==> src/rtl/auto_attack_sequencer_if.sv <==
// Attack bus between the automatic attacker and the game core:
// coordinate codes and confirm button out, hit/miss LEDs back.
interface auto_attack_sequencer_if;
    logic [2:0] x_coord;
    logic [2:0] y_coord;
    logic       confirm_n;
    logic       led_green;
    logic       led_red;

    modport master (output x_coord, y_coord, confirm_n, input led_green, led_red);
    modport slave  (input x_coord, y_coord, confirm_n, output led_green, led_red);
endinterface

==> src/rtl/auto_attack_sequencer.sv <==
// Self-play attacker: sweeps the 5x7 board column-major, presses confirm for
// each cell, records the LED hit/miss response and stops when all ships are found.
module auto_attack_sequencer #(
    parameter int unsigned SETTLE_CYCLES = 4,
    parameter int unsigned HOLD_CYCLES   = 64,
    parameter int unsigned GAP_CYCLES    = 64
) (
    input  logic                           cpld_clk,
    input  logic                           reset,
    input  logic                           start,
    input  logic [5:0]                     ship_cells,
    auto_attack_sequencer_if.master        atk,
    output logic                           busy,
    output logic                           done,
    output logic                           error,
    output logic [5:0]                     hit_count,
    output logic [5:0]                     shot_count,
    output logic                           last_hit
);

    typedef enum logic [2:0] {
        IDLE, SETUP, PRESS, RELEASE, DONE, ERROR
    } state_t;

    localparam logic [7:0] SETTLE_LAST = 8'(SETTLE_CYCLES - 1);
    localparam logic [7:0] HOLD_LAST   = 8'(HOLD_CYCLES - 1);
    localparam logic [7:0] GAP_LAST    = 8'(GAP_CYCLES - 1);

    state_t     state_q, state_d;
    logic [7:0] cnt_q, cnt_d;
    logic [2:0] x_q, x_d, y_q, y_d;
    logic       confirm_n_q, confirm_n_d;
    logic       busy_q, busy_d, done_q, done_d, error_q, error_d;
    logic [5:0] hit_q, hit_d, shot_q, shot_d, ships_q, ships_d;
    logic       last_hit_q, last_hit_d;
    logic       cap_q, cap_d, cap_green_q, cap_green_d, bad_q, bad_d;

    logic one_led, both_led, cap_now, bad_now, green_now;

    always_comb begin
        state_d     = state_q;
        cnt_d       = cnt_q;
        x_d         = x_q;
        y_d         = y_q;
        confirm_n_d = confirm_n_q;
        busy_d      = busy_q;
        done_d      = done_q;
        error_d     = error_q;
        hit_d       = hit_q;
        shot_d      = shot_q;
        ships_d     = ships_q;
        last_hit_d  = last_hit_q;
        cap_d       = cap_q;
        cap_green_d = cap_green_q;
        bad_d       = bad_q;

        // Fold the current cycle's LEDs into the capture so the final PRESS
        // cycle counts toward the decision made on that same edge.
        one_led   = atk.led_green ^ atk.led_red;
        both_led  = atk.led_green & atk.led_red;
        cap_now   = cap_q | one_led;
        bad_now   = bad_q | (~cap_q & both_led);
        green_now = cap_q ? cap_green_q : atk.led_green;

        case (state_q)
            IDLE, DONE, ERROR: begin
                if (start) begin
                    state_d     = SETUP;
                    ships_d     = ship_cells;
                    hit_d       = '0;
                    shot_d      = '0;
                    done_d      = 1'b0;
                    error_d     = 1'b0;
                    last_hit_d  = 1'b0;
                    x_d         = '0;
                    y_d         = '0;
                    busy_d      = 1'b1;
                    cnt_d       = '0;
                    confirm_n_d = 1'b1;
                end
            end
            SETUP: begin
                if (cnt_q == SETTLE_LAST) begin
                    state_d     = PRESS;
                    cnt_d       = '0;
                    confirm_n_d = 1'b0;
                    cap_d       = 1'b0;
                    cap_green_d = 1'b0;
                    bad_d       = 1'b0;
                end else begin
                    cnt_d = cnt_q + 8'd1;
                end
            end
            PRESS: begin
                if (cnt_q == HOLD_LAST) begin
                    cnt_d       = '0;
                    confirm_n_d = 1'b1;
                    if (!cap_now || bad_now) begin
                        state_d = ERROR;
                        error_d = 1'b1;
                        busy_d  = 1'b0;
                    end else begin
                        state_d    = RELEASE;
                        shot_d     = shot_q + 6'd1;
                        hit_d      = hit_q + 6'(green_now);
                        last_hit_d = green_now;
                    end
                end else begin
                    cnt_d       = cnt_q + 8'd1;
                    cap_d       = cap_now;
                    cap_green_d = green_now;
                    bad_d       = bad_now;
                end
            end
            RELEASE: begin
                if (cnt_q == GAP_LAST) begin
                    cnt_d = '0;
                    // >= so that ship_cells = 0 still ends after the first shot
                    if (hit_q >= ships_q || shot_q == 6'd35) begin
                        state_d = DONE;
                        busy_d  = 1'b0;
                        done_d  = 1'b1;
                    end else begin
                        state_d = SETUP;
                        if (y_q == 3'd6) begin
                            y_d = '0;
                            x_d = x_q + 3'd1;
                        end else begin
                            y_d = y_q + 3'd1;
                        end
                    end
                end else begin
                    cnt_d = cnt_q + 8'd1;
                end
            end
            default: state_d = IDLE;
        endcase
    end

    always_ff @(posedge cpld_clk) begin
        if (reset) begin
            state_q     <= IDLE;
            cnt_q       <= '0;
            x_q         <= '0;
            y_q         <= '0;
            confirm_n_q <= 1'b1;
            busy_q      <= 1'b0;
            done_q      <= 1'b0;
            error_q     <= 1'b0;
            hit_q       <= '0;
            shot_q      <= '0;
            ships_q     <= '0;
            last_hit_q  <= 1'b0;
            cap_q       <= 1'b0;
            cap_green_q <= 1'b0;
            bad_q       <= 1'b0;
        end else begin
            state_q     <= state_d;
            cnt_q       <= cnt_d;
            x_q         <= x_d;
            y_q         <= y_d;
            confirm_n_q <= confirm_n_d;
            busy_q      <= busy_d;
            done_q      <= done_d;
            error_q     <= error_d;
            hit_q       <= hit_d;
            shot_q      <= shot_d;
            ships_q     <= ships_d;
            last_hit_q  <= last_hit_d;
            cap_q       <= cap_d;
            cap_green_q <= cap_green_d;
            bad_q       <= bad_d;
        end
    end

    assign atk.x_coord   = x_q;
    assign atk.y_coord   = y_q;
    assign atk.confirm_n = confirm_n_q;
    assign busy          = busy_q;
    assign done          = done_q;
    assign error         = error_q;
    assign hit_count     = hit_q;
    assign shot_count    = shot_q;
    assign last_hit      = last_hit_q;

endmodule

==> src/flat_wrapper.sv <==
// flat-port wrapper written by rule: the top's interface ports become plain ports
module auto_attack_sequencer_flat 
#(
    parameter int unsigned SETTLE_CYCLES = 4,
    parameter int unsigned HOLD_CYCLES   = 64,
    parameter int unsigned GAP_CYCLES    = 64
)
  (cpld_clk, reset, start, ship_cells, busy, done, error, hit_count, shot_count, last_hit, atk_x_coord, atk_y_coord, atk_confirm_n, atk_led_green, atk_led_red);
  auto_attack_sequencer_if atk_i ();
  input  logic cpld_clk;
  input  logic reset;
  input  logic start;
  input  logic [5:0] ship_cells;
  output logic busy;
  output logic done;
  output logic error;
  output logic [5:0] hit_count;
  output logic [5:0] shot_count;
  output logic last_hit;
  output wire logic [$bits(atk_i.x_coord)-1:0] atk_x_coord;
  output wire logic [$bits(atk_i.y_coord)-1:0] atk_y_coord;
  output wire logic [$bits(atk_i.confirm_n)-1:0] atk_confirm_n;
  input wire logic [$bits(atk_i.led_green)-1:0] atk_led_green;
  input wire logic [$bits(atk_i.led_red)-1:0] atk_led_red;
  assign atk_x_coord = atk_i.x_coord;
  assign atk_y_coord = atk_i.y_coord;
  assign atk_confirm_n = atk_i.confirm_n;
  assign atk_i.led_green = atk_led_green;
  assign atk_i.led_red = atk_led_red;
  auto_attack_sequencer #(.SETTLE_CYCLES(SETTLE_CYCLES), .HOLD_CYCLES(HOLD_CYCLES), .GAP_CYCLES(GAP_CYCLES)) u_core (.cpld_clk(cpld_clk), .reset(reset), .start(start), .ship_cells(ship_cells), .atk(atk_i), .busy(busy), .done(done), .error(error), .hit_count(hit_count), .shot_count(shot_count), .last_hit(last_hit));
endmodule
==> config.mk <==
export PLATFORM = sky130hd
export DESIGN_NAME = auto_attack_sequencer_flat
export DESIGN_NICKNAME = d
export VERILOG_FILES = /design/src/rtl/auto_attack_sequencer_if.sv /design/src/rtl/auto_attack_sequencer.sv /design/src/flat_wrapper.sv
export SDC_FILE = /design/constraint.sdc
export NUM_CORES = 1
export LEC_CHECK = 0
export ABC_AREA = 1
export BUFFER_PORTS_ARGS = -buffer_cell sky130_fd_sc_hd__buf_2
export CAP_MARGIN = 20
export CELL_PAD_IN_SITES_DETAIL_PLACEMENT = 1
export CELL_PAD_IN_SITES_GLOBAL_PLACEMENT = 2
export CORE_MARGIN = 5
export CORE_UTILIZATION = 34
export CTS_CLUSTER_DIAMETER = 120
export DETAILED_ROUTE_END_ITERATION = 16
export PLACE_DENSITY_LB_ADDON = 0.1
export SLEW_MARGIN = 40
export SYNTH_ARGS = -nofsm -noshare
export SYNTH_HDL_FRONTEND = slang
export SYNTH_SLANG_ARGS = --single-unit
==> constraint.sdc <==
create_clock -name cpld_clk -period 3.55 [get_ports cpld_clk]
set_clock_uncertainty 0.05 [all_clocks]
set_input_delay 0.355 -clock cpld_clk [delete_from_list [all_inputs] [get_ports cpld_clk]]
set_output_delay 0.355 -clock cpld_clk [all_outputs]
set_load 0.005 [all_outputs]
# == Word-level counts from Yosys, hierarchy flattened ==
# Index checks and enable logic that the tools add are counted.
# word_totals
output_inout_bits,23
inputBits,11
reg_bits,43
# op_classes
addsub,5
reduce_logical,23
order_cmp,1
eq_ne,19
n_mux,53
bitwise,6
# op_table
operator,n
2-to-1 mux 3 bit,13
2-to-1 mux 6 bit,5
2-to-1 mux 8 bit,3
case mux 6 bit (2 select lines),2
case mux 8 bit (3 select lines),1
AND reduction 4 bit,6
2-to-1 mux 1 bit,18
inequality test 2 x 1 -> 1 bit (second input constant),6
case mux 1 bit (2 select lines),6
case mux 3 bit (2 select lines),2
case mux 3 bit (4 select lines),1
equality test 3 bit (second input constant),3
nonzero test 3 bit,3
adder 8 x 1 -> 8 bit (second input constant),1
equality test 8 x 2 -> 1 bit (second input constant),1
equality test 8 x 6 -> 1 bit (second input constant),1
inequality test 2 bit (second input constant),4
adder 3 x 1 -> 3 bit (second input constant),2
adder 6 x 1 -> 6 bit,1
adder 6 x 1 -> 6 bit (second input constant),1
equality test 3 x 2 -> 1 bit (second input constant),2
equality test 6 bit (second input constant),1
greater-or-equal comparator 6 bit,1
case mux 1 bit (3 select lines),2
15 further kinds,21

# == Logic depth before layout (Yosys ltp) ==
# logic_depth
word_depth,7
mapped_depth,13
ltp_nobuf,13

# == Worst setup path after synthesis ==
# No wires, ideal clock.
# synth_timing
path_type,reg2reg
start,register u_core.cap_q
end,"register u_core.hit_q[4], in the netlist u_core.hit_count[4]"
synth_period_minus_slack_ps,1764
path_stages_with_launch,12
t_required_ps,3368
path_buffers,0
setup_time_ps,132
t_arrival_ps,1582
setup_slack_ps,1786
path_cell_list,dfxtp_1 inv_1 or2_2 o21ai_0 inv_1 ha_1 ha_1 nand3_1 xor2_1 nor2_1 nand2_1 a21oi_1
# synth_via
elab_chain_cells,6
elab_cells_between_ends,13
classes_between,add/sub: 1; eq/ne: 1; mux: 4; bitwise: 4; reduce/logical: 3
# synth_lines
element,line,text
"start, declared",auto_attack_sequencer.sv:36,"logic cap_q, cap_d, cap_green_q, cap_green_d, bad_q, bad_d;"
"start signal, assigned",auto_attack_sequencer.sv:170,cap_q <= cap_d;
"parallel branches: the longest is 6 deep, another holds adder 6 x 1 -> 6 bit",--,
"end signal, assigned",auto_attack_sequencer.sv:166,hit_q <= hit_d;
"end, declared",auto_attack_sequencer.sv:34,"logic [5:0] hit_q, hit_d, shot_q, shot_d, ships_q, ships_d;"
# Several ways; the timed one is not identified. The select of a mux whose other input is x is not followed.
# A chain may end at the register's enable or synchronous reset.

# == Worst setup path in the final report ==
# layout_timing
start,register u_core.cnt_q[0]
end,"register u_core.hit_q[4], in the netlist u_core.hit_count[4]"
# layout_via
elab_chain_cells,3
# layout_lines
element,line,text
"start, declared",auto_attack_sequencer.sv:30,"logic [7:0] cnt_q, cnt_d;"
"start signal, assigned",auto_attack_sequencer.sv:159,cnt_q <= cnt_d;
equality test 8 x 6 -> 1 bit,auto_attack_sequencer.sv:95,if (cnt_q == HOLD_LAST) begin
inequality test 2 x 1 -> 1 bit (no line),--,
AND reduction 4 bit (no line),--,
# No other way between the ends.

==> impl_metrics.yaml <==
timing:
  fin_tns_setup_ns: 0
  min_period_ns: 2.16
  setup_viol: 0
  fmax_mhz: 464
  hold_viol: 0
  slew_viol_final: 0
  worst_pin_slew_ns: 0.507
  rsz0062_at_grt: "no"
  max-slew-margin-rel_pct: 66.2
  fin_crit_sh_pct: 60.7
logic_synthesis:
  synthArstFlopShare_pct: 0
  synth.top_cells.by_area: "dfxtp_1, nand2_1, nor2_1"
  ys.flop_type: "dfxtp_1"
  yosysSeqAreaShare_pct: 36.1
  synth_area_sq_mm: 0.00239
  synth-seq-cells: 43
  yosys.area.top_type: "dfxtp_1"
  synth_edf_count: 0
  yosysMostFrequentCell: "nand2_1"
  yosys_warnings: 0
  ys_types: 28
  syn_inst: 348
  avgSynthCellArea_sq_um: 6.86
  synth_nets: 371
  synthTopCellsByCount: "nand2_1, nor2_1, dfxtp_1, a21oi_1, inv_1"
  synth_top_area_share_pct: 36.1
power_and_ir_drop:
  pwr-share-clk_pct: 19.3
  pwr-share-seq_pct: 38.6
  p_int_uw: 941
  p_sw_uw: 712
  power_density_mw_per_mm2: 608
  p_leak_nw: 1.22
  p_comb_share_pct: 42.1
  irDropWorstVdd_v: 0.000212
  power.total_mw: 1.65
  swShare_pct: 43.1
critical_path:
  cp-start-kind: "flip-flop"
  arrival_ns: 2.27
  end_kind: "flip-flop"
  worstPathRequired_ns: 3.66
  reg2reg_to: "u_core.hit_count[4]"
  r2r-start: "u_core.cnt_q[0]"
  reg2reg_depth: 10
  startpoint: "u_core.cnt_q[0]"
  rrSetupSlack_ns: 1.39
  path_class: "reg -> reg"
  cp-endpoint: "u_core.hit_count[4]"
  cp_max_fo: 14
clock_tree:
  clkSlewWorstSetupHoldPaths_ns: 0.08
  clk_latency_ns: 0.30
  post-cts-setup-buffers: 0
  hold_buffers: 0
  cts.sinks: 43
  cts.repair.resized: 0
  cts_root_buf: "clkbuf_8"
  cts_made_buffers: 5
  clock_path_buffers: 2
  cts_tree: "yes"
  cts-htree-levels: 2
detailed_routing:
  ant_nets: 0
  drcViolationCount: 0
  first_pass_iters: 4
  wl_per_cell_um: 13.1
  drtIter0Drc: 54
  drt_wl_total_um: 6250
  routed_via_density: 4.82
  vias: 2298
finish:
  fillers: 926
  layout-drive-gt1-share_pct: 15.7
  area_growth_pct: 13.8
  finalNetCount: 404
  multi_input_area_sq_mm: 0.00134
  seq_area_sq_um: 861
  n_antenna_cell: 0
global_route:
  grt_max_degree: 25
  gr-usage-all-layers_pct: 15.0
  grt-ovfl-total: 0
  grt_pass1_vias: 2340
  antenna_found_initial: 0
  grt_pass1_wl_um: 10600
floorplanning:
  die_width_um: 93.8
  start_util_pct: 34.9
  dieHeight_um: 93.8
  design.core.area_sq_mm: 0.00683
  rows: 30
  die-area_sq_mm: 0.00880
  pin_count: 34
min_path:
  hp-class: "in -> reg"
  hp-start: "ship_cells[0]"
placement:
  globalplace.congestion: 0.753
  place_hpwl_um: 4720
  port_buffers: 33
flow_run:
  maxCapViolCount: 0
status:
  status: "complete, no violations"
## layout by cell type, fill, tap and decap left out, types with 3 or more instances in the layout
cell type   n
nor2_4      3
a21oi_1    34
nand2_1    84
dfxtp_1    43
buf_2      33
nand4_1     4
nand3_1    27
ha_1       12
inv_2       5
nand2_2     6
o21ai_0    15
inv_1      33
nor2_2      3
xor2_1     11
nor2_1     46
clkbuf_8    6
## worst min-delay path by stage
stage	to	cells past startpoint	slack, ns
6_report	u_core.ships_q[0]	3	0.28
4_1_cts	u_core.ships_q[0]	3	0.27
5_1_grt	u_core.ships_q[0]	3	0.29
3_5_place_dp	u_core.atk.confirm_n	2	0.41
3_3_place_gp	u_core.last_hit	2	0.40
2_1_floorplan	u_core.ships_q[1]	2	0.38
## cells by family after synthesis
| family | synth area share (%) |
|---|---|
| XOR/XNOR | 4.77 |
| flip-flops | 36.1 |
| adder cells (fa/ha/maj) | 6.29 |
| buffers and inverters | 7.81 |
| AND/OR/NAND/NOR | 32.8 |
| AO/OA/AOI/OAI | 12.3 |
## per-layer routing
metal	vias to the layer above	wire, um	track usage [%]
li1	1179	-	-
met1	1092	2930	18.2
met2	23	3090	26.5
met3	4	168	2.88
met4	0	55	4.81
met5	-	0	0
## sequential cells by signal, indices dropped and copies added, names as in the netlist
register              flops
u_core.cap_green_q        1
u_core.cnt_q              8
u_core.error              1
u_core.atk.confirm_n      1
u_core.hit_count          6
u_core.busy               1
u_core.cap_q              1
u_core.bad_q              1
u_core.shot_count         6
u_core.state_q            3
u_core.atk.y_coord        3
u_core.ships_q            6
u_core.atk.x_coord        3
u_core.last_hit           1
u_core.done               1
## through the flow
step | util (%) | setup slack, ns | std cells | area, sq um | hold slack, ns
floorplan | - | 1.79 | 348 | 2390 | 0.383
global placement | 38.5 | 1.39 | 470 | 2630 | 0.398
detailed placement | 38.5 | 1.38 | 470 | 2630 | 0.410
CTS | 39.8 | 1.35 | 477 | 2720 | 0.265
global route | 39.8 | 1.11 | 477 | 2720 | 0.290
finish | 39.8 | 1.39 | 477 | 2720 | 0.279
## area by class of cell
cell class,instances,share of cell area (%)
multi-input cells,260,49.3
flip-flops and latches,43,31.7
repair buffers,33,6.08
inverters,38,5.25
well taps,96,4.42
clock buffers,6,3.04
clock inverters,1,0.184
## critical path: stages, from the launching register on
cell	delay, ns
dfxtp_1	0.38
ha_1	0.22
nand2_1	0.13
nor2_2	0.15
nand4_1	0.22
nand2_2	0.17
nand2_2	0.07
nor2_4	0.28
inv_2	0.19
nand2_1	0.10
a21oi_1	0.06
## power groups by stage
| stage | Combinational, mW | Sequential, mW | Clock (mW) |
|---|---|---|---|
| after detailed placement | 0.709 | 0.652 | 0 |
| after floorplan | 0.544 | 0.640 | 0 |
| final | 0.695 | 0.638 | 0.320 |
| after global placement | 0.694 | 0.648 | 0 |
| after CTS | 0.712 | 0.640 | 0.342 |
| after global routing | 0.799 | 0.654 | 0.360 |
(Power assumes the default switching activity.)
